## src/rtl/letter_buffer_ctrl.sv

```systemverilog
// Morse letter line buffer: append, backspace, clear and scroll-left
// sequencing with a single pending slot for letters arriving while busy.
module letter_buffer_ctrl #(
    parameter int         DEPTH  = 16,
    parameter int         ADDR_W = 4,
    parameter logic [4:0] BLANK  = 5'b11111
) (
    input  logic              CLK,
    input  logic              RESET,
    input  logic [4:0]        LETTER_IN,
    input  logic              STROBE_IN,
    input  logic              BACKSPACE,
    input  logic              CLEAR,
    input  logic [ADDR_W-1:0] RD_ADDR,
    output logic [4:0]        RD_DATA,
    output logic [ADDR_W:0]   COUNT,
    output logic              BUSY,
    output logic              DROP
);

    localparam logic [ADDR_W:0]   L_DEPTH = (ADDR_W+1)'(DEPTH);
    localparam logic [ADDR_W-1:0] L_LAST  = ADDR_W'(DEPTH-1);

    typedef enum logic [1:0] {
        S_IDLE,
        S_SCROLL,
        S_CLR
    } state_t;

    state_t            r_state;
    logic [4:0]        r_mem [DEPTH];
    logic [ADDR_W:0]   r_count;
    logic [ADDR_W-1:0] r_idx;
    logic [4:0]        r_scroll;
    logic [4:0]        r_pend;
    logic              r_pend_v;
    logic              r_clr_pend;
    logic              r_strobe_d;
    logic              r_busy;
    logic              r_drop;

    logic              w_rise;
    logic              w_clear;
    logic              w_app;
    logic [4:0]        w_app_d;
    logic              w_full;
    logic [ADDR_W-1:0] w_idx_n;
    logic [ADDR_W:0]   w_cm1;

    assign w_rise  = STROBE_IN & ~r_strobe_d;
    assign w_clear = CLEAR | r_clr_pend;
    // A held letter always beats backspace and a fresh strobe
    assign w_app   = ~w_clear & (r_pend_v | (~BACKSPACE & w_rise));
    assign w_app_d = r_pend_v ? r_pend : LETTER_IN;
    assign w_full  = (r_count == L_DEPTH);
    assign w_idx_n = r_idx + 1'b1;
    assign w_cm1   = r_count - 1'b1;

    always_ff @(posedge CLK) begin
        if (RESET) begin
            for (int i = 0; i < DEPTH; i++) r_mem[i] <= BLANK;
            r_state    <= S_IDLE;
            r_count    <= '0;
            r_idx      <= '0;
            r_scroll   <= BLANK;
            r_pend     <= BLANK;
            r_pend_v   <= 1'b0;
            r_clr_pend <= 1'b0;
            r_strobe_d <= 1'b0;
            r_busy     <= 1'b0;
            r_drop     <= 1'b0;
        end else begin
            r_strobe_d <= STROBE_IN;
            r_drop     <= 1'b0;
            unique case (r_state)
                S_IDLE: begin
                    if (w_clear) begin
                        // Older held letter is discarded; a same-cycle one survives
                        r_pend_v   <= w_rise;
                        r_pend     <= LETTER_IN;
                        r_clr_pend <= 1'b0;
                        r_idx      <= '0;
                        r_state    <= S_CLR;
                        r_busy     <= 1'b1;
                    end else if (w_app) begin
                        if (!w_full) begin
                            r_mem[r_count[ADDR_W-1:0]] <= w_app_d;
                            r_count <= r_count + 1'b1;
                        end else begin
                            r_scroll <= w_app_d;
                            r_idx    <= '0;
                            r_state  <= S_SCROLL;
                            r_busy   <= 1'b1;
                        end
                        if (r_pend_v) begin
                            r_pend_v <= w_rise;
                            r_pend   <= LETTER_IN;
                        end
                    end else if (BACKSPACE) begin
                        if (r_count != '0) begin
                            r_mem[w_cm1[ADDR_W-1:0]] <= BLANK;
                            r_count <= w_cm1;
                        end
                        if (w_rise) begin
                            r_pend_v <= 1'b1;
                            r_pend   <= LETTER_IN;
                        end
                    end
                end
                S_SCROLL, S_CLR: begin
                    if (w_rise) begin
                        if (!r_pend_v) begin
                            r_pend_v <= 1'b1;
                            r_pend   <= LETTER_IN;
                        end else begin
                            r_drop <= 1'b1;
                        end
                    end
                    if (r_state == S_SCROLL) begin
                        if (CLEAR) r_clr_pend <= 1'b1;
                        if (r_idx == L_LAST) begin
                            r_mem[r_idx] <= r_scroll;
                            r_state      <= S_IDLE;
                            r_busy       <= 1'b0;
                        end else begin
                            r_mem[r_idx] <= r_mem[w_idx_n];
                            r_idx        <= w_idx_n;
                        end
                    end else begin
                        r_mem[r_idx] <= BLANK;
                        if (r_idx == L_LAST) begin
                            r_count <= '0;
                            r_state <= S_IDLE;
                            r_busy  <= 1'b0;
                        end else begin
                            r_idx <= w_idx_n;
                        end
                    end
                end
                default: begin
                    r_state <= S_IDLE;
                    r_busy  <= 1'b0;
                end
            endcase
        end
    end

    assign RD_DATA = ({1'b0, RD_ADDR} >= L_DEPTH) ? BLANK : r_mem[RD_ADDR];
    assign COUNT   = r_count;
    assign BUSY    = r_busy;
    assign DROP    = r_drop;

endmodule

```

## config.mk

```make
export PLATFORM = sky130hd
export DESIGN_NAME = letter_buffer_ctrl
export DESIGN_NICKNAME = d
export VERILOG_FILES = /design/src/rtl/letter_buffer_ctrl.sv
export SDC_FILE = /design/constraint.sdc
export NUM_CORES = 1
export LEC_CHECK = 0
export CAP_MARGIN = 20
export CORE_MARGIN = 1.5
export CORE_UTILIZATION = 65
export DETAILED_ROUTE_END_ITERATION = 16
export PLACE_DENSITY = 0.87
export RECOVER_POWER = 25
export SLEW_MARGIN = 40
export SYNTH_ARGS = -nofsm -noshare
export SYNTH_HDL_FRONTEND = slang
export SYNTH_SLANG_ARGS = --single-unit
```

## constraint.sdc

```tcl
create_clock -name CLK -period 7.43 [get_ports CLK]
set_clock_uncertainty 0.05 [all_clocks]
set_input_delay 1.8575 -clock CLK [delete_from_list [all_inputs] [get_ports CLK]]
set_output_delay 1.8575 -clock CLK [all_outputs]
set_load 0.02 [all_outputs]
```

==> results.txt, run 1 <==
Status: finished with violations
Failing checks: capacitance limit, slew limit
Most frequent cells in the layout: edfxtp_1 (80), o211ai_1 (70), mux4_2 (45)
Syn Area/Cell: 12.93 sq um
Critical Path Sink: RD_DATA[2]
DRC violations left: 0
Placed instance area: 6802 sq um
Total grt overflow: 0
Compound-gate portion of the synthesized area: 0.2164
Hold buffer count at CTS: 0
Relative slew slack: -0.2408
Layout cells sized above 1: 0.2158
IO buf count: 25
HP Class: flip-flop to flip-flop
GR Layer Usage met1: 0.4123
Clock Latency Late Sink: 0.37 ns
WP data required: 5.52 ns
H-Tree Level Count: 3
Initial antenna violation count: 0
Gpl congestion: 0.9981
Antenna-violating nets left: 0
Chip height: 103.1 um
Crit path arrival time: 4.29 ns
Synth Instances: 504
Mux share of post-synthesis cell area: 0.1835
DP HPWL: 11.39 mm
Post-synth EDFFs: 80
P per Cell Area: 275.4 nW/um^2
Capturing point of the worst reg2reg path: r_mem[13][1]$_SDFFCE_PN1P_
Die area: 10640 sq um
Leak pwr: 2.011 nW
Met2 Usage GRT: 0.5202
N_diodes: 0
Drt first pass iters: 5
Post-synth top area share: 0.3686
Design Area, Final: 6943 sq um
Vias per cell: 7.538
Final net count: 522
Sum Neg Setup Slack: 0 ns
P&R area growth vs syn: 6.527%
Rows: 36
Root Driver: clkbuf_8
Drt total wl: 16.21 mm
Worst IR Drop VDD: 0.3071 mV
GR peak layer: met2
CTS tree: done
Die width: 103.1 um
Leading cell type in the layout, fill and taps excluded: edfxtp_1
Postcts setup bufs: 0
Mapped Area: 6518 sq um
DRT iter0 DRCs: 455
Xor-xnor portion of the synthesized cell area: 0.01037
FF+latch count, synth: 106
Period utilization: 0.8336
MaxCap Viol Count: 2
Vias in the first global route: 4558
Post-synthesis simple-gate area fraction: 0.07045
R2r startpoint: r_pend_v$_SDFFE_PP0P_
Crit Path Max Fanout: 20
Core footprint: 9729 sq um
RSZ-0062 raised after global routing: no
Async SR Flop Fraction: 0
Hold Fails Final Rpt: 0
Mapped Nets: 526
Count of final setup violators: 0
First-pass GRT wire length: 25.07 mm
Mean routed wirelength per cell: 25.40 um
Pre-CTS WS: 1.141 ns
Register area share after synthesis: 0.4485
Reg clk slew, reported paths: 0.10 ns
Largest family of logic cells by synthesized area: compound AO/OA/AOI/OAI gates
Period minus WS final: 6.193 ns
Crit path launch: RD_ADDR[0]
Worst R2R Path Depth: 5
Most used flip-flop cell after synthesis: edfxtp_1
Bufs on Longest Clock Path: 2
IO Count: 26
Initial core utilization: 0.6699
Worst setup path class: input port to output port
CTS Buf Count: 9
Number of synthesis warnings: 0
Post-cts resize count: 0
Netlist cell types: 67
Met3 GRT Util: 0.08271
Min Hold Slack: 0.4225 ns
Slew Limit Fails: 50
Slew @ Worst Pin: 1.854 ns
Final WS setup: 1.237 ns
Overall routing resource usage: 0.3220
Fmax: 0.1615 GHz
Largest net degree at the start of global routing: 51
Register-to-register setup slack: 3.37 ns
Top cells by area, synth: edfxtp_1 (37%), mux4_2 (16%), dfxtp_1 (8.0%)
Cell taking the most area after synthesis: edfxtp_1
Routed via count: 4809
Post-Synth Adder-Cell Area: 0.01536
Setup crit start kind: input port
Total clock sinks: 106
CP Capture Type: output port
area by class of cell:
cell class / instances / area [sq um]
inverters: 16 / 60.06
well taps: 133 / 166.4
fillers: 675 / 2786
repair buffers: 36 / 329.1
clock inverters: 6 / 50.05
clock buffers: 10 / 127.6
multi-input cells: 331 / 3286
flip-flops and latches: 106 / 2924
state kept, by name (all words and copies together) (netlist names):
signal / count
BUSY: 1
COUNT: 5
DROP: 1
r_clr_pend: 1
r_idx: 4
r_mem: 80
r_pend: 5
r_pend_v: 1
r_scroll: 5
r_state: 2
r_strobe_d: 1
where the power goes:
group          internal [mW]  leakage [nW]  switching [mW]
Sequential             0.691         0.760          0.0617
Clock                  0.126        0.0888           0.206
Combinational          0.284          1.16           0.543
Total                   1.10          2.01           0.811
synth_stat cells (3+ instances only):
master,number
a31oi_1,4
a22o_1,5
mux4_2,45
nor2_1,23
o21a_1,4
o211ai_2,13
a211oi_4,4
nand2_1,15
buf_6,10
inv_1,16
nor3_1,5
a21o_1,13
a21o_2,4
nand3_1,6
edfxtp_1,80
a211o_1,11
dfxtp_1,26
a21oi_1,8
o2bb2ai_1,3
mux2i_1,16
buf_4,4
buf_2,14
o21ai_0,11
nor2b_1,5
ha_1,8
and3_1,5
clkbuf_1,19
o22ai_1,3
nand2b_1,3
o211ai_1,69
worst min-delay path by stage:
stage	from	endpoint	slack, ns	cells past startpoint
floorplan	r_pend[0]$_SDFFE_PP1P_	r_pend[0]$_SDFFE_PP1P_	0.38	1
global placement	r_pend[0]$_SDFFE_PP1P_	r_pend[0]$_SDFFE_PP1P_	0.39	1
detailed placement	r_pend[3]$_SDFFE_PP1P_	r_pend[3]$_SDFFE_PP1P_	0.40	1
CTS	r_pend[3]$_SDFFE_PP1P_	r_pend[3]$_SDFFE_PP1P_	0.43	1
global route	r_pend[1]$_SDFFE_PP1P_	r_pend[1]$_SDFFE_PP1P_	0.46	1
finish	r_pend[3]$_SDFFE_PP1P_	r_pend[3]$_SDFFE_PP1P_	0.42	1
stage by stage:
step | power (mW) | utilization | cells
4_1_cts | 1.908 | 0.7173 | 636
5_1_grt | 1.999 | 0.7136 | 638
3_3_place_gp | 1.514 | 0.6896 | 618
3_5_place_dp | 1.587 | 0.6991 | 620
2_1_floorplan | 1.403 | - | 504
6_report | 1.912 | 0.7136 | 638
critical path: stages:
cell and delay [ns]:
clkdlybuf4s50_1 0.46, buf_4 0.34, mux4_2 0.58, mux4_2 0.50, clkdlybuf4s50_1 0.55
cells by family after synthesis:
kind of cell	after synthesis
buffers and inverters	67
AND/OR/NAND/NOR	81
XOR/XNOR	6
adder cells (fa/ha/maj)	8
AO/OA/AOI/OAI	173
multiplexers	63
flip-flops	106
per-layer routing:
metal | wire [um] | vias up | part of all wire
met5 | 0 | - | 0
met4 | 572 | 0 | 0.035
met3 | 1884 | 63 | 0.12
met1 | 5754 | 2325 | 0.36
li1 | - | 2039 | -
met2 | 7996 | 382 | 0.49
Power figures use the tool's default switching activity.
==> run 2, diff against run 1 <==
--- a/config.mk
+++ b/config.mk
@@ -7,9 +7,9 @@
 export LEC_CHECK = 0
 export CAP_MARGIN = 20
 export CORE_MARGIN = 1.5
-export CORE_UTILIZATION = 65
+export CORE_UTILIZATION = 62
 export DETAILED_ROUTE_END_ITERATION = 16
-export PLACE_DENSITY = 0.87
+export PLACE_DENSITY = 0.84
 export RECOVER_POWER = 25
 export SLEW_MARGIN = 40
 export SYNTH_ARGS = -nofsm -noshare
==> constraint.sdc (replaced) <==
create_clock -name CLK -period 6.4 [get_ports CLK]
set_clock_uncertainty 0.05 [all_clocks]
set_input_delay 1.6 -clock CLK [delete_from_list [all_inputs] [get_ports CLK]]
set_output_delay 1.6 -clock CLK [all_outputs]
set_load 0.02 [all_outputs]
==> results.txt, run 2 (synthesis gave the netlist of run 1 again) <==
IO buf count: 25 (unchanged)
H-Tree Level Count: 3 (unchanged)
Hold buffer count at CTS: 0 (unchanged)
Setup crit start kind: input port (unchanged)
Sum Neg Setup Slack: 0 ns (unchanged)
Slew Limit Fails: 51 (was 50)
Count of final setup violators: 0 (unchanged)
Reg clk slew, reported paths: 0.10 ns (about the same)
Min Hold Slack: 0.4242 ns (was 0.4225 ns)
CTS Buf Count: 9 (unchanged)
Drt total wl: 16.16 mm (was 16.21 mm)
Max FFs per register: 80 (unchanged)
Slew @ Worst Pin: 2.432 ns (was 1.854 ns)
RSZ-0062 raised after global routing: no (unchanged)
Hold Fails Final Rpt: 0 (unchanged)
Most frequent cells in the layout: edfxtp_1 (80), o211ai_1 (71), mux4_2 (45) (was edfxtp_1 (80), o211ai_1 (70), mux4_2 (45))
Placed instance area: 6790 sq um (was 6802 sq um)
DRT iter0 DRCs: 535 (was 455)
Total clock sinks: 106 (unchanged)
Core footprint: 10280 sq um (was 9729 sq um)
First-pass GRT wire length: 25.56 mm (was 25.07 mm)
Crit path arrival time: 5.73 ns (was 4.29 ns)
Clock Latency Late Sink: 0.39 ns (was 0.37 ns)
Initial core utilization: 0.6342 (was 0.6699)
Layout cells sized above 1: 0.2170 (was 0.2158)
Total grt overflow: 0 (unchanged)
Mean routed wirelength per cell: 25.14 um (was 25.40 um)
Relative slew slack: -0.6215 (was -0.2408)
Die width: 105.5 um (was 103.1 um)
Vias per cell: 7.375 (was 7.538)
Post-cts resize count: 0 (unchanged)
Leading cell type in the layout, fill and taps excluded: edfxtp_1 (unchanged)
DP HPWL: 11.54 mm (was 11.39 mm)
Rows: 37 (was 36)
Fmax: 0.1752 GHz
Vias in the first global route: 4607 (was 4558)
Period utilization: 0.8919
Postcts setup bufs: 0 (unchanged)
Largest Register: r_mem (unchanged)
Final WS setup: 0.6916 ns (was 1.237 ns)
Pre-CTS WS: 0.6387 ns (was 1.141 ns)
Routed via count: 4742 (was 4809)
Chip height: 105.5 um (was 103.1 um)
P per Cell Area: 318.5 nW/um^2 (was 275.4 nW/um^2)
Period minus WS final: 5.708 ns
Leak pwr: 2.018 nW (was 2.011 nW)
Worst setup path class: input port to flip-flop (was input port to output port)
# fillers: 728 (was 675)
MaxCap Viol Count: 1 (was 2)
Failing checks: capacitance limit, slew limit (unchanged)
Drt first pass iters: 5 (unchanged)
Final net count: 524 (was 522)
Worst IR Drop VDD: 0.3279 mV (was 0.3071 mV)
Die area: 11140 sq um (was 10640 sq um)
Gpl congestion: 1.085 (was 0.9981)
CP Capture Type: flip-flop (was output port)
Largest net degree at the start of global routing: 51 (unchanged)
Antenna-violating nets left: 0 (unchanged)
Initial antenna violation count: 0 (unchanged)
Crit Path Max Fanout: 50 (was 20)
Overall routing resource usage: 0.3042 (was 0.3220)
IO Count: 26 (unchanged)
DRC violations left: 0 (unchanged)
Design Area, Final: 6959 sq um (was 6943 sq um)
Root Driver: clkbuf_8 (unchanged)
CTS tree: done (unchanged)
Bufs on Longest Clock Path: 2 (unchanged)
P&R area growth vs syn: 6.777% (was 6.527%)
N_diodes: 0 (unchanged)
WP data required: 6.42 ns (was 5.52 ns)
HP Class: flip-flop to flip-flop (unchanged)
Status: finished with violations (unchanged)
-- run 2: cell types whose count changed in the layout (fill, tap and decap cells not counted), sizes merged --
cell	before	now
inv	18	19
dlygate4sd3	10	9
buf	12	14
clkdlybuf4s50	13	14
clkinv	3	2
-- run 2: worst paths after layout --
path | startpoint | end | slack (ns) | cells past startpoint
min | r_pend[2]$_SDFFE_PP1P_ | r_pend[2]$_SDFFE_PP1P_ | 0.42 | 1
min reg2reg | r_pend[2]$_SDFFE_PP1P_ | r_pend[2]$_SDFFE_PP1P_ | 0.42 | 1
max reg2reg | r_state[0]$_SDFFE_PP0P_ | r_mem[12][4]$_SDFFCE_PN1P_ | 2.67 | 7
max | RESET | r_mem[12][4]$_SDFFCE_PN1P_ | 0.69 | 6
-- run 2: critical path, cell delays in order --
cell and delay (ns):
clkbuf_1 1.70, o21bai_1 0.68, a31oi_1 0.31, a211oi_1 0.88, buf_6 0.28, a21o_1 0.26
-- run 2: where the power goes --
group	internal, mW	switching (mW)
registers	0.803	0.0722
clock network	0.147	0.241
logic	0.332	0.621
-- run 2: layer usage --
metal,part of all wire,global-route usage,up-vias
met5,0,0,-
met1,0.35,0.3964,2317
met4,0.035,0.1284,0
met2,0.51,0.5084,325
met3,0.11,0.05071,60
li1,-,-,2040
-- run 2: layout make-up --
class                   count  area, sq um  share of cell area
repair buffers             38        351.6             0.05052
clock buffers              10        127.6             0.01834
well taps                 136        170.2             0.02445
inverters                  16        60.06            0.008630
multi-input cells         331         3276              0.4707
flip-flops and latches    106         2924              0.4202
clock inverters             6        50.05            0.007192
-- run 2: through the flow --
| stage | power [mW] | instances | utilization |
|---|---|---|---|
| floorplan | 1.629 | 504 | - |
| global placement | 1.762 | 623 | 0.6546 |
| detailed placement | 1.837 | 625 | 0.6607 |
| CTS | 2.216 | 641 | 0.6780 |
| global route | 2.327 | 643 | 0.6771 |
| finish | 2.216 | 643 | 0.6771 |
==> run 3, diff against run 2 <==
--- a/config.mk
+++ b/config.mk
@@ -6,10 +6,12 @@
 export NUM_CORES = 1
 export LEC_CHECK = 0
 export CAP_MARGIN = 20
+export CELL_PAD_IN_SITES_DETAIL_PLACEMENT = 1
+export CELL_PAD_IN_SITES_GLOBAL_PLACEMENT = 1
 export CORE_MARGIN = 1.5
-export CORE_UTILIZATION = 62
+export CORE_UTILIZATION = 51
 export DETAILED_ROUTE_END_ITERATION = 16
-export PLACE_DENSITY = 0.84
+export PLACE_DENSITY = 0.83
 export RECOVER_POWER = 25
 export SLEW_MARGIN = 40
 export SYNTH_ARGS = -nofsm -noshare
==> results.txt, run 3 (synthesis gave the netlist of run 1 again) <==
Reg clk slew, reported paths: 0.07 ns (was 0.10 ns)
Hold endpoint: r_pend[0]$_SDFFE_PP1P_ (was r_pend[2]$_SDFFE_PP1P_)
Family with the most delay on the worst path: buffers and inverters (was compound AO/OA/AOI/OAI gates)
Clock Latency Late Sink: 0.36 ns (was 0.39 ns)
Die area: 13470 sq um (was 11140 sq um)
Fmax: 0.1739 GHz (was 0.1752 GHz)
Slew Limit Fails: 50 (was 51)
Final WS setup: 0.6485 ns (was 0.6916 ns)
Placed instance area: 6843 sq um (was 6790 sq um)
Util after Layout: 0.5717 (was 0.6771)
Rows: 41 (was 37)
Final net count: 530 (was 524)
First-pass GRT wire length: 28.03 mm (was 25.56 mm)
Largest Register: r_mem (unchanged)
Crit-path cells: buf_2 > clkbuf_1 > nor3b_1 > nand4_4 > xnor2_2 > a211oi_4 > clkbuf_1 > a21o_1 (was clkbuf_1 > o21bai_1 > a31oi_1 > a211oi_1 > buf_6 > a21o_1)
Vias in the first global route: 4866 (was 4607)
Largest net degree at the start of global routing: 50 (was 51)
DP HPWL: 12.94 mm (was 11.54 mm)
Hold buffer count at CTS: 0 (unchanged)
Period utilization: 0.8987 (was 0.8919)
Capturing point of the worst reg2reg path: r_mem[15][1]$_SDFFCE_PN1P_ (was r_mem[12][4]$_SDFFCE_PN1P_)
Min Hold Slack: 0.4183 ns (was 0.4242 ns)
Die width: 116.0 um (was 105.5 um)
Routed via count: 4637 (was 4742)
Total grt overflow: 0 (unchanged)
P per Cell Area: 353.5 nW/um^2 (was 318.5 nW/um^2)
Root Driver: clkbuf_16 (was clkbuf_8)
Crit path arrival time: 5.75 ns (was 5.73 ns)
Min-Delay Path Depth: 1 (unchanged)
P&R area growth vs syn: 10.25% (was 6.777%)
Sum Neg Setup Slack: 0 ns (unchanged)
Overall routing resource usage: 0.2881 (was 0.3042)
Worst setup path class: input port to flip-flop (unchanged)
Antenna-violating nets left: 0 (unchanged)
Gpl congestion: 0.9277 (was 1.085)
Postcts setup bufs: 0 (unchanged)
Drt first pass iters: 4 (was 5)
Count of final setup violators: 0 (unchanged)
Failing checks: capacitance limit, slew limit (unchanged)
IO Count: 26 (unchanged)
# fillers: 1231 (was 728)
Most frequent cells in the layout: edfxtp_1 (80), o211ai_1 (70), mux4_2 (45) (was edfxtp_1 (80), o211ai_1 (71), mux4_2 (45))
DRT iter0 DRCs: 396 (was 535)
Bufs on Longest Clock Path: 2 (unchanged)
Relative slew slack: -0.6682 (was -0.6215)
Leading cell type in the layout, fill and taps excluded: edfxtp_1 (unchanged)
Chip height: 116.0 um (was 105.5 um)
H-Tree Level Count: 3 (unchanged)
HP Class: flip-flop to flip-flop (unchanged)
R2r startpoint: r_state[0]$_SDFFE_PP0P_ (unchanged)
Worst R2R Path Depth: 8 (was 7)
CTS tree: done (unchanged)
Initial antenna violation count: 0 (unchanged)
WP data required: 6.40 ns (was 6.42 ns)
WP buf/inv: 3 (was 2)
DRC violations left: 0 (unchanged)
Vias per cell: 6.769 (was 7.375)
MaxCap Viol Count: 1 (unchanged)
Initial core utilization: 0.5186 (was 0.6342)
CTS Buf Count: 9 (unchanged)
CP max-delay cell: clkbuf_1 (unchanged)
N_diodes: 0 (unchanged)
Final Total Pwr: 2.540 mW (was 2.216 mW)
Pre-CTS WS: 0.7127 ns (was 0.6387 ns)
Design Area, Final: 7186 sq um (was 6959 sq um)
CP Capture Type: flip-flop (unchanged)
Status: finished with violations (unchanged)
Number of cells on the critical path: 8 (was 6)
Crit path launch: RESET (unchanged)
Max FFs per register: 80 (unchanged)
Worst IR Drop VDD: 0.2336 mV (was 0.3279 mV)
Register-to-register setup slack: 2.93 ns (was 2.67 ns)
CP dominant cell by count: clkbuf_1
Crit Path Max Fanout: 49 (was 50)
Post-cts resize count: 0 (unchanged)
Setup crit start kind: input port (unchanged)
Hold Fails Final Rpt: 0 (unchanged)
Total clock sinks: 106 (unchanged)
Placed Cells: 668 (was 625)
Period minus WS final: 5.751 ns (was 5.708 ns)
Worst hold start: r_pend[0]$_SDFFE_PP1P_ (was r_pend[2]$_SDFFE_PP1P_)
Leak pwr: 2.116 nW (was 2.018 nW)
Core footprint: 12570 sq um (was 10280 sq um)
Largest stage delay, worst path: 1.78 ns (was 1.70 ns)
Slew @ Worst Pin: 2.502 ns (was 2.432 ns)
Final Non-Filler Cells: 685 (was 643)
IO buf count: 25 (unchanged)
Mean routed wirelength per cell: 26.73 um (was 25.14 um)
Drt total wl: 18.31 mm (was 16.16 mm)
RSZ-0062 raised after global routing: no (unchanged)
Layout cells sized above 1: 0.2242 (was 0.2170)
[run 3: cell types whose count changed in the layout (fill, tap and decap cells not counted), moves of 4 or more]
cell	delta
bufinv_16	+4
buf_4	+6
clkbuf_16	+9
clkbuf_8	-9
[run 3: final cells by class]
class,instances,area [sq um],area share
flip-flops and latches,106,2924,0.4069
clock buffers,9,225.2,0.03134
inverters,16,60.06,0.008358
clock inverters,7,148.9,0.02072
well taps,172,215.2,0.02995
multi-input cells,331,3224,0.4487
repair buffers,44,387.9,0.05398
[run 3: report_power, final]
| group | switching (mW) | total (mW) | internal, mW |
|---|---|---|---|
| registers | 0.0699 | 0.873 | 0.803 |
| logic | 0.643 | 0.976 | 0.333 |
| clock network | 0.265 | 0.691 | 0.426 |
[run 3: how the worst max path moves through the flow]
stage	endpoint	slack (ns)
after detailed placement	RD_DATA[2]	0.71
after global routing	r_mem[9][1]$_SDFFCE_PN1P_	0.36
after CTS	RD_DATA[2]	0.71
after global placement	RD_DATA[0]	0.75
final	r_mem[15][1]$_SDFFCE_PN1P_	0.65
after floorplan	RD_DATA[0]	1.53
[run 3: per-layer routing]
| layer | up-vias | global-route usage | wire [um] |
|---|---|---|---|
| met3 | 39 | 0.05962 | 982 |
| met2 | 145 | 0.5051 | 9759 |
| met1 | 2397 | 0.3480 | 7066 |
| met4 | 0 | 0.1154 | 499 |
| met5 | - | 0 | 0 |
| li1 | 2056 | - | - |
